--- config.mk ---
export PLATFORM = sky130hd
export DESIGN_NAME = instruction_fetch
export DESIGN_NICKNAME = d
export VERILOG_FILES = /design/src/rtl/instruction_fetch.sv
export SDC_FILE = /design/constraint.sdc
export NUM_CORES = 1
export LEC_CHECK = 0
export BUFFER_PORTS_ARGS = -buffer_cell sky130_fd_sc_hd__buf_2
export CAP_MARGIN = 15
export CORE_AREA = 2 2 114 116
export DETAILED_ROUTE_END_ITERATION = 12
export DIE_AREA = 0 0 116 118
export PLACE_DENSITY = 0.88
export SYNTH_ARGS = -nofsm -noshare
export SYNTH_HDL_FRONTEND = slang
export SYNTH_SLANG_ARGS = --single-unit
export TNS_END_PERCENT = 50
--- constraint.sdc ---
create_clock -name clock_i -period 5.45 [get_ports clock_i]
set_input_delay 1.09 -clock clock_i [delete_from_list [all_inputs] [get_ports clock_i]]
set_output_delay 1.09 -clock clock_i [all_outputs]
set_load 0.03 [all_outputs]
--- src/rtl/instruction_fetch.sv ---
// Fetch stage: owns the PC, drives instruction-memory address, fills the IF/ID register.
// Optional macro FETCH_ALIGN_CHECK_EN: misaligned redirect targets halt fetch and raise fault.
module instruction_fetch #(
  parameter logic [31:0] RESET_PC   = 32'h0040_0000,
  parameter logic [31:0] TEXT_BASE  = 32'h0040_0000,
  parameter int unsigned TEXT_WORDS = 256
) (
  input  logic        clock_i,
  input  logic        clear_i,
  input  logic        stall_i,
  input  logic        flush_i,
  input  logic        branch_taken_i,
  input  logic [31:0] branch_target_i,
  input  logic        jump_i,
  input  logic [25:0] jump_index_i,
  input  logic        jump_reg_i,
  input  logic [31:0] jump_reg_addr_i,
  input  logic [31:0] instr_in_i,
  output logic [31:0] pc_o,
  output logic        if_valid_o,
  output logic [31:0] if_instr_o,
  output logic [31:0] if_pc_o,
  output logic [31:0] if_pc_plus4_o,
  output logic        halted_o,
  output logic        fault_o,
  output logic [31:0] fault_addr_o
);

  localparam logic [31:0] WIN_BYTES = 32'(TEXT_WORDS) << 2;

  typedef enum logic [0:0] {
    S_RUN  = 1'b0,
    S_HALT = 1'b1
  } state_e;

  typedef enum logic [1:0] {
    IFID_HOLD    = 2'd0,
    IFID_BUBBLE  = 2'd1,
    IFID_CAPTURE = 2'd2
  } ifid_op_e;

  state_e      state_q, state_d;
  ifid_op_e    ifid_op_s;
  logic [31:0] pc_q, pc_d;
  logic        valid_q, valid_d;
  logic [31:0] instr_q, instr_d;
  logic [31:0] ifpc_q, ifpc_d;
  logic [31:0] ifpc4_q, ifpc4_d;
  logic        halted_q, halted_d;
  logic [31:0] pc_plus4_s;
  logic        in_window_s;
  logic        redirect_s;
  logic [31:0] target_raw_s;
  logic [31:0] target_s;
  logic        misaligned_s;

  assign pc_plus4_s  = pc_q + 32'd4;
  // Unsigned offset compare also catches PCs below TEXT_BASE (they wrap to huge offsets).
  assign in_window_s = ((pc_q - TEXT_BASE) < WIN_BYTES);
  assign redirect_s  = jump_reg_i | jump_i | branch_taken_i;

  // Redirect target selection, highest priority first.
  always_comb begin
    target_raw_s = pc_plus4_s;
    if (jump_reg_i) begin
      target_raw_s = jump_reg_addr_i;
    end else if (jump_i) begin
      target_raw_s = {ifpc4_q[31:28], jump_index_i, 2'b00};
    end else if (branch_taken_i) begin
      target_raw_s = branch_target_i;
    end else begin
      target_raw_s = pc_plus4_s;
    end
  end

`ifdef FETCH_ALIGN_CHECK_EN
  logic        fault_q, fault_d;
  logic [31:0] fault_addr_q, fault_addr_d;
  logic        fault_set_s;

  assign target_s     = target_raw_s;
  assign misaligned_s = redirect_s & (target_raw_s[1:0] != 2'b00);
  assign fault_set_s  = (state_q == S_RUN) & ~stall_i & in_window_s & misaligned_s;

  // Fault is sticky until clear; the address is captured once, on the cycle fetch halts.
  always_comb begin
    fault_d      = fault_q | fault_set_s;
    fault_addr_d = fault_addr_q;
    if (fault_set_s) begin
      fault_addr_d = target_s;
    end else begin
      fault_addr_d = fault_addr_q;
    end
  end

  // Fault register.
  always_ff @(posedge clock_i) begin
    if (clear_i) begin
      fault_q      <= 1'b0;
      fault_addr_q <= 32'h0000_0000;
    end else begin
      fault_q      <= fault_d;
      fault_addr_q <= fault_addr_d;
    end
  end

  assign fault_o      = fault_q;
  assign fault_addr_o = fault_addr_q;
`else
  assign target_s     = target_raw_s & 32'hFFFF_FFFC;
  assign misaligned_s = 1'b0;
  assign fault_o      = 1'b0;
  assign fault_addr_o = 32'h0000_0000;
`endif

  // FSM state register.
  always_ff @(posedge clock_i) begin
    if (clear_i) begin
      state_q <= S_RUN;
    end else begin
      state_q <= state_d;
    end
  end

  // FSM next state: leaving the window or a bad redirect target stops fetch.
  always_comb begin
    state_d = state_q;
    case (state_q)
      S_RUN: begin
        if (!stall_i && (!in_window_s || (redirect_s && misaligned_s))) begin
          state_d = S_HALT;
        end else begin
          state_d = S_RUN;
        end
      end
      S_HALT:  state_d = S_HALT;
      default: state_d = S_RUN;
    endcase
  end

  // FSM outputs: next PC and IF/ID operation.
  always_comb begin
    pc_d      = pc_q;
    ifid_op_s = IFID_HOLD;
    case (state_q)
      S_RUN: begin
        if (stall_i) begin
          pc_d = pc_q;
          if (flush_i) begin
            ifid_op_s = IFID_BUBBLE;
          end else begin
            ifid_op_s = IFID_HOLD;
          end
        end else if (!in_window_s) begin
          pc_d      = pc_q;
          ifid_op_s = IFID_BUBBLE;
        end else if (redirect_s) begin
          ifid_op_s = IFID_BUBBLE;
          if (misaligned_s) begin
            pc_d = pc_q;
          end else begin
            pc_d = target_s;
          end
        end else begin
          pc_d = pc_plus4_s;
          if (flush_i) begin
            ifid_op_s = IFID_BUBBLE;
          end else begin
            ifid_op_s = IFID_CAPTURE;
          end
        end
      end
      S_HALT: begin
        pc_d      = pc_q;
        ifid_op_s = IFID_BUBBLE;
      end
      default: begin
        pc_d      = pc_q;
        ifid_op_s = IFID_BUBBLE;
      end
    endcase
  end

  // IF/ID next-state contents.
  always_comb begin
    valid_d  = valid_q;
    instr_d  = instr_q;
    ifpc_d   = ifpc_q;
    ifpc4_d  = ifpc4_q;
    halted_d = (state_d == S_HALT);
    case (ifid_op_s)
      IFID_HOLD: begin
        valid_d = valid_q;
        instr_d = instr_q;
        ifpc_d  = ifpc_q;
        ifpc4_d = ifpc4_q;
      end
      IFID_BUBBLE: begin
        valid_d = 1'b0;
        instr_d = 32'h0000_0000;
        ifpc_d  = 32'h0000_0000;
        ifpc4_d = 32'h0000_0000;
      end
      IFID_CAPTURE: begin
        valid_d = 1'b1;
        instr_d = instr_in_i;
        ifpc_d  = pc_q;
        ifpc4_d = pc_plus4_s;
      end
      default: begin
        valid_d = 1'b0;
        instr_d = 32'h0000_0000;
        ifpc_d  = 32'h0000_0000;
        ifpc4_d = 32'h0000_0000;
      end
    endcase
  end

  // PC, IF/ID and halted registers.
  always_ff @(posedge clock_i) begin
    if (clear_i) begin
      pc_q     <= RESET_PC;
      valid_q  <= 1'b0;
      instr_q  <= 32'h0000_0000;
      ifpc_q   <= 32'h0000_0000;
      ifpc4_q  <= 32'h0000_0000;
      halted_q <= 1'b0;
    end else begin
      pc_q     <= pc_d;
      valid_q  <= valid_d;
      instr_q  <= instr_d;
      ifpc_q   <= ifpc_d;
      ifpc4_q  <= ifpc4_d;
      halted_q <= halted_d;
    end
  end

  assign pc_o          = pc_q;
  assign if_valid_o    = valid_q;
  assign if_instr_o    = instr_q;
  assign if_pc_o       = ifpc_q;
  assign if_pc_plus4_o = ifpc4_q;
  assign halted_o      = halted_q;

endmodule

## Yosys cells after proc, flatten, opt, wreduce, memory -nomap -nowiden

Cells that the tools add are included.

| storage, ports and cells | value |
|---|---|
| bits in registers | 130 |
| output and inout bits | 163 |
| word-level logic and storage cells | 39 |

| cells by class | value |
|---|---|
| add/subtract/negate cells | 2 |
| order comparisons | 1 |
| equality and inequality tests | 3 |
| muxes and demuxes | 19 |
| bitwise logic cells | 3 |
| reductions and logical operators | 5 |

Operators with widths:

| kind | number |
|---|---|
| $mux W32 | 7 |
| $pmux W32 S2 | 3 |
| $add A32 B3 Y32 const B | 1 |
| $lt A32 B11 Y1 const B | 1 |
| $sub A32 B23 Y32 const B | 1 |
| $mux W2 | 4 |
| $ne A2 B2 Y1 const B | 2 |
| $pmux W1 S2 | 2 |
| $pmux W2 S2 | 1 |
| $reduce_and A3 Y1 | 1 |
| $eq A2 B2 Y1 const B | 1 |
| $logic_not A1 Y1 | 2 |
| $logic_not A2 Y1 | 1 |
| $mux W1 | 2 |
| $or A1 B1 Y1 | 2 |
| $logic_and A1 B1 Y1 | 1 |
| $not A1 Y1 | 1 |

## Longest topological paths before layout

| depth | value |
|---|---|
| depth after elaboration | 8 |
| gate-level depth with buffers | 8 |

## Worst setup path after synthesis

Ideal clock, no wire load.

| timing | value |
|---|---|
| path kind | input-to-reg |
| from | input port branch_taken_i |
| to | register ifpc_q[2], in the netlist if_pc_o[2] |
| setup time | 65 ps |
| arrival time | 2553 ps |
| path slack | 2832 ps |
| stages on the path | 7 |
| path buffers | 2 |
| cells stage by stage | clkbuf_1 or3_1 nor2_1 nor4b_2 buf_2 a22oi_1 nor2_1 |

| on the way | value |
|---|---|
| word-level cells in the longest chain between the ends | 7 |
| elaborated cells on any way between the ends | 8 |
| those cells by class | eq/ne: 1; mux: 5; bitwise: 1; reduce/logical: 1 |

Ends and longest elaborated chain:

| item | RTL line | RTL |
|---|---|---|
| from (decl) | 12 | `input logic branch_taken_i,` |
| $or A1 B1 Y1 * | 60 | `assign redirect_s = jump_reg_i \| jump_i \| branch_taken_i;` |
| $mux W2 * | 157 | `end else if (redirect_s) begin` |
| $mux W2 * | 154 | `end else if (!in_window_s) begin` |
| $mux W2 * | 147 | `if (stall_i) begin` |
| $pmux W2 S2 * | 145 | `case (state_q)` |
| $eq A2 B2 Y1 / $logic_not A2 Y1 (equally long branches) | 191 | `case (ifid_op_s)` |
| $pmux W32 S2 | 191 |  |
| to (signal assigned) | 232 | `ifpc_q <= ifpc_d;` |
| to (decl) | 47 | `logic [31:0] ifpc_q, ifpc_d;` |

Every way passes the cells marked *; elsewhere a longest branch is shown, timed or not.
A chain may end at the register's enable or synchronous reset.

## Worst setup path in the final report

| timing | value |
|---|---|
| from | input port jump_i |
| to | register instr_q[22], in the netlist if_instr_o[22] |

| on the way | value |
|---|---|
| word-level cells in the longest chain between the ends | 8 |
| elaborated cells on any way between the ends | 9 |
| those cells by class | eq/ne: 1; mux: 5; bitwise: 2; reduce/logical: 1 |

Ends and longest elaborated chain:

| item | RTL line | RTL |
|---|---|---|
| from (decl) | 14 | `input logic jump_i,` |
| $or A1 B1 Y1 * (2 in a row) | 60 |  |
| $mux W2 * | 157 |  |
| $mux W2 * | 154 |  |
| $mux W2 * | 147 |  |
| $pmux W2 S2 * | 145 |  |
| $eq A2 B2 Y1 / $logic_not A2 Y1 (equally long branches) | 191 |  |
| $pmux W32 S2 | 191 |  |
| to (signal assigned) | 231 | `instr_q <= instr_d;` |
| to (decl) | 46 | `logic [31:0] instr_q, instr_d;` |

Marked as above.

==> metrics.txt <==
# TYPE chip_impl_metric gauge
chip_impl_info{name="outcome",value="finished clean"} 1
chip_impl_metric{name="num-nets-final",unit=""} 957
chip_impl_metric{name="hold_buffers",unit=""} 0
chip_impl_metric{name="layout_cell_share_with_drive_strength_beyond_1",unit=""} 0.3524
chip_impl_metric{name="maxCapViolCount",unit=""} 0
chip_impl_metric{name="detailedPlacementHpwl",unit="mm"} 11.66
chip_impl_metric{name="required",unit="ns"} 5.79
chip_impl_metric{name="drc",unit=""} 0
chip_impl_metric{name="clk_latency",unit="ns"} 0.41
chip_impl_metric{name="timing.final.crit_share",unit=""} 0.6140
chip_impl_metric{name="globalRouteOverflowTotal",unit=""} 0
chip_impl_metric{name="post_route_utilization",unit=""} 0.5692
chip_impl_metric{name="clock.fmax",unit="GHz"} 0.2988
chip_impl_metric{name="multi_input_comb_area",unit="sq mm"} 0.002401
chip_impl_metric{name="cts_max_level",unit=""} 4
chip_impl_metric{name="cts_resized",unit=""} 0
chip_impl_info{name="timing.hold.worst.class",value="flip-flop to flip-flop"} 1
chip_impl_info{name="criticalPathCategory",value="input port to flip-flop"} 1
chip_impl_metric{name="antenna_violating_nets_post_route",unit=""} 0
chip_impl_metric{name="grt_max_degree",unit=""} 84
chip_impl_info{name="tritoncts",value="done"} 1
chip_impl_metric{name="drt_iter0_markers",unit=""} 372
chip_impl_metric{name="areaGrowthSynthToFinish",unit="%"} 34.80
chip_impl_metric{name="power.ir.vdd_worst",unit="uV"} 256.6
chip_impl_info{name="yosys-top-cells-count",value="sky130_fd_sc_hd__dfxtp_1 (124), sky130_fd_sc_hd__nor2_1 (87), sky130_fd_sc_hd__a22oi_1 (60)"} 1
chip_impl_metric{name="synth_edf_count",unit=""} 0
chip_impl_metric{name="fin_skew",unit="ns"} 0.004148
chip_impl_metric{name="die_x",unit="um"} 116
chip_impl_metric{name="vias_in_the_first_global_route",unit=""} 4981
chip_impl_metric{name="grt.total_usage",unit=""} 0.2381
chip_impl_metric{name="chipHeight",unit="um"} 118
chip_impl_metric{name="core_region_area",unit="sq mm"} 0.01241
chip_impl_metric{name="core.rowCount",unit=""} 41
chip_impl_metric{name="yosys.area.top_type_share",unit=""} 0.4735
chip_impl_info{name="yosys_most_used_dff",value="sky130_fd_sc_hd__dfxtp_1"} 1
chip_impl_metric{name="worst_slew_margin_rel",unit=""} 0.3129
chip_impl_metric{name="stdcell_area",unit="sq mm"} 0.007067
chip_impl_metric{name="synth.yosys.seq_area_share",unit=""} 0.4735
chip_impl_metric{name="die-area",unit="sq mm"} 0.01369
chip_impl_metric{name="dpl-instance-area",unit="sq mm"} 0.006426
chip_impl_metric{name="setup-tns-final",unit="ns"} 0
chip_impl_metric{name="detail_route.vias_per_cell",unit=""} 5.244
chip_impl_info{name="cts_root_buf",value="sky130_fd_sc_hd__clkbuf_16"} 1
chip_impl_metric{name="grt_first_pass_wirelength",unit="mm"} 25.44
chip_impl_metric{name="cell_leakage_power",unit="nW"} 3.515
chip_impl_info{name="synth.top_cells.by_area",value="sky130_fd_sc_hd__dfxtp_1 (47%), sky130_fd_sc_hd__a22oi_1 (8.6%), sky130_fd_sc_hd__nor2_1 (6.2%)"} 1
chip_impl_metric{name="worstMarginPinSlew",unit="ns"} 1.030
chip_impl_metric{name="initial_util",unit=""} 0.4223
chip_impl_metric{name="gp_congestion",unit=""} 0.8499
chip_impl_metric{name="place.port_buffers",unit=""} 248
chip_impl_metric{name="post_synth.cell_area_avg",unit="sq um"} 8.680
chip_impl_metric{name="antenna_found_initial",unit=""} 4
chip_impl_metric{name="routedWlPerCell",unit="um"} 16.56
chip_impl_info{name="timing.critical_path.to_type",value="flip-flop"} 1
chip_impl_metric{name="seqCellArea",unit="sq mm"} 0.002482
chip_impl_info{name="synth_most_common_cell",value="sky130_fd_sc_hd__dfxtp_1"} 1
chip_impl_metric{name="cts.sink_count",unit=""} 124
chip_impl_metric{name="finalSetupViolCount",unit=""} 0
chip_impl_metric{name="ys.warnings.count",unit=""} 0
chip_impl_metric{name="crit_path_max_fanout",unit=""} 48
chip_impl_metric{name="synth-async-reset-ratio",unit=""} 0
chip_impl_metric{name="fillerInstances",unit=""} 1160
chip_impl_metric{name="number_of_distinct_standard_cells_referenced_by_the_synthesized_netlist",unit=""} 44
chip_impl_metric{name="cts-buffers-inserted",unit=""} 17
chip_impl_metric{name="synth_seq_cells",unit=""} 124
chip_impl_metric{name="clk_transition_reported_paths",unit="ns"} 0.06
chip_impl_metric{name="period_minus_slack",unit="ns"} 3.347
chip_impl_metric{name="floorplan.io_pins",unit=""} 292
chip_impl_info{name="synth_area_leader_cell",value="sky130_fd_sc_hd__dfxtp_1"} 1
chip_impl_metric{name="layout_setup_ws",unit="ns"} 2.104
chip_impl_metric{name="timing_max_transition_violations_final",unit=""} 0
chip_impl_metric{name="synth.cell_area",unit="sq mm"} 0.005243
chip_impl_metric{name="timing.final.hold_violations",unit=""} 0
chip_impl_metric{name="clockBufferDepth",unit=""} 2
chip_impl_info{name="worst_setup_path_start_kind",value="input port"} 1
chip_impl_metric{name="drt_pre_antenna_iters",unit=""} 5
chip_impl_metric{name="wl",unit="mm"} 16.82
chip_impl_info{name="rsz0062_at_grt",value="no"} 1
chip_impl_metric{name="powerDensity",unit="mW/mm^2"} 476.3
chip_impl_metric{name="post-place-ws",unit="ns"} 1.752
chip_impl_metric{name="synth_cells",unit=""} 604
chip_impl_metric{name="critical_path_arrival",unit="ns"} 3.69
chip_impl_metric{name="cts_setup_buffers",unit=""} 0
chip_impl_metric{name="via_count",unit=""} 5328
## path summary, 6_finish.rpt
check / startpoint / end / slack [ns] / cells after the start
setup / recovery: jump_i / if_instr_o[22] / 2.10 / 7
hold / removal: if_pc_plus4_o[2] / if_pc_plus4_o[2] / 0.45 / 2
setup reg to reg: pc_o[23] / if_instr_o[22] / 3.04 / 6
hold reg to reg: if_pc_plus4_o[2] / if_pc_plus4_o[2] / 0.45 / 2
## kinds of logic (layout without fill, tap and decap cells)
family / Yosys count / in the layout / synth area share
simple gates: 220 / 220 / 0.2122
compound gates: 149 / 149 / 0.1921
flops: 124 / 124 / 0.4735
buf+inv: 98 / 296 / 0.1000
xor+xnor: 8 / 8 / 0.01337
mux: 3 / 3 / 0.005728
fa+ha+maj: 1 / 1 / 0.002386
other cells: 1 / 43 / 0.0007153
## flip-flops by register name, summed over array words and instances, names as in the netlist
name and flops:
if_valid_o 1, halted_o 1, if_pc_plus4_o 30, if_pc_o 30
if_instr_o 32, pc_o 30
## per-layer routing
layer,GRT usage,up-vias,share of wire,routed length (um)
met4,0.09598,2,0.029,483
met2,0.3827,272,0.46,7778
met5,0,-,0.00077,13
met1,0.2850,2475,0.42,7147
li1,-,2537,-,-
met3,0.08857,42,0.083,1399
## worst max-delay path, cell delays in order
cell                      delay [ns]
sky130_fd_sc_hd__buf_2          0.33
sky130_fd_sc_hd__or3_1          0.70
sky130_fd_sc_hd__nor2_1         0.21
sky130_fd_sc_hd__nor4b_4        0.45
sky130_fd_sc_hd__buf_4          0.56
sky130_fd_sc_hd__a22oi_1        0.15
sky130_fd_sc_hd__nor2_1         0.13
## report_power, final
group | total, W | internal (W) | switching [W]
combinational | 0.00100 | 0.000345 | 0.000659
clock | 0.00121 | 0.000778 | 0.000428
sequential | 0.00116 | 0.00100 | 0.000154
## per-stage QoR
| step | power (W) | hold slack, ns | std cells |
|---|---|---|---|
| floorplan | 0.001867 | 0.5786 | 642 |
| global placement | 0.002146 | 0.4361 | 980 |
| detailed placement | 0.002168 | 0.4417 | 980 |
| CTS | 0.003374 | 0.4578 | 1012 |
| global route | 0.003518 | 0.4836 | 1014 |
| finish | 0.003366 | 0.4523 | 1016 |
## placed cells by master, fill, tap and decap left out, types with 4 or more instances in the layout
cell type,count
sky130_fd_sc_hd__buf_4,7
sky130_fd_sc_hd__bufinv_16,4
sky130_fd_sc_hd__dfxtp_1,124
sky130_fd_sc_hd__clkinvlp_4,4
sky130_fd_sc_hd__o31ai_1,4
sky130_fd_sc_hd__nand4_1,7
sky130_fd_sc_hd__nor3_1,10
sky130_fd_sc_hd__nor4_1,7
sky130_fd_sc_hd__and3_1,43
sky130_fd_sc_hd__xor2_1,5
sky130_fd_sc_hd__a22oi_1,60
sky130_fd_sc_hd__a31oi_1,6
sky130_fd_sc_hd__o21ai_0,20
sky130_fd_sc_hd__conb_1,39
sky130_fd_sc_hd__buf_2,248
sky130_fd_sc_hd__nor2_1,87
sky130_fd_sc_hd__nand2_1,31
sky130_fd_sc_hd__nand3_1,8
sky130_fd_sc_hd__diode_2,4
sky130_fd_sc_hd__a21oi_1,29
sky130_fd_sc_hd__clkbuf_16,17
sky130_fd_sc_hd__a221oi_1,8
sky130_fd_sc_hd__o22ai_1,7
sky130_fd_sc_hd__inv_1,9
sky130_fd_sc_hd__nand2b_1,5
## cell type report
cell class,count,area share
Multi-Input combinational cell,420,0.3398
Sequential cell,124,0.3513
Clock buffer,18,0.06215
Timing Repair Buffer,255,0.1831
Antenna cell,4,0.001416
Inverter,9,0.004780
Clock inverter,14,0.02709
Tap cell,172,0.03045
Note: power is estimated with default switching activity, not from simulation.
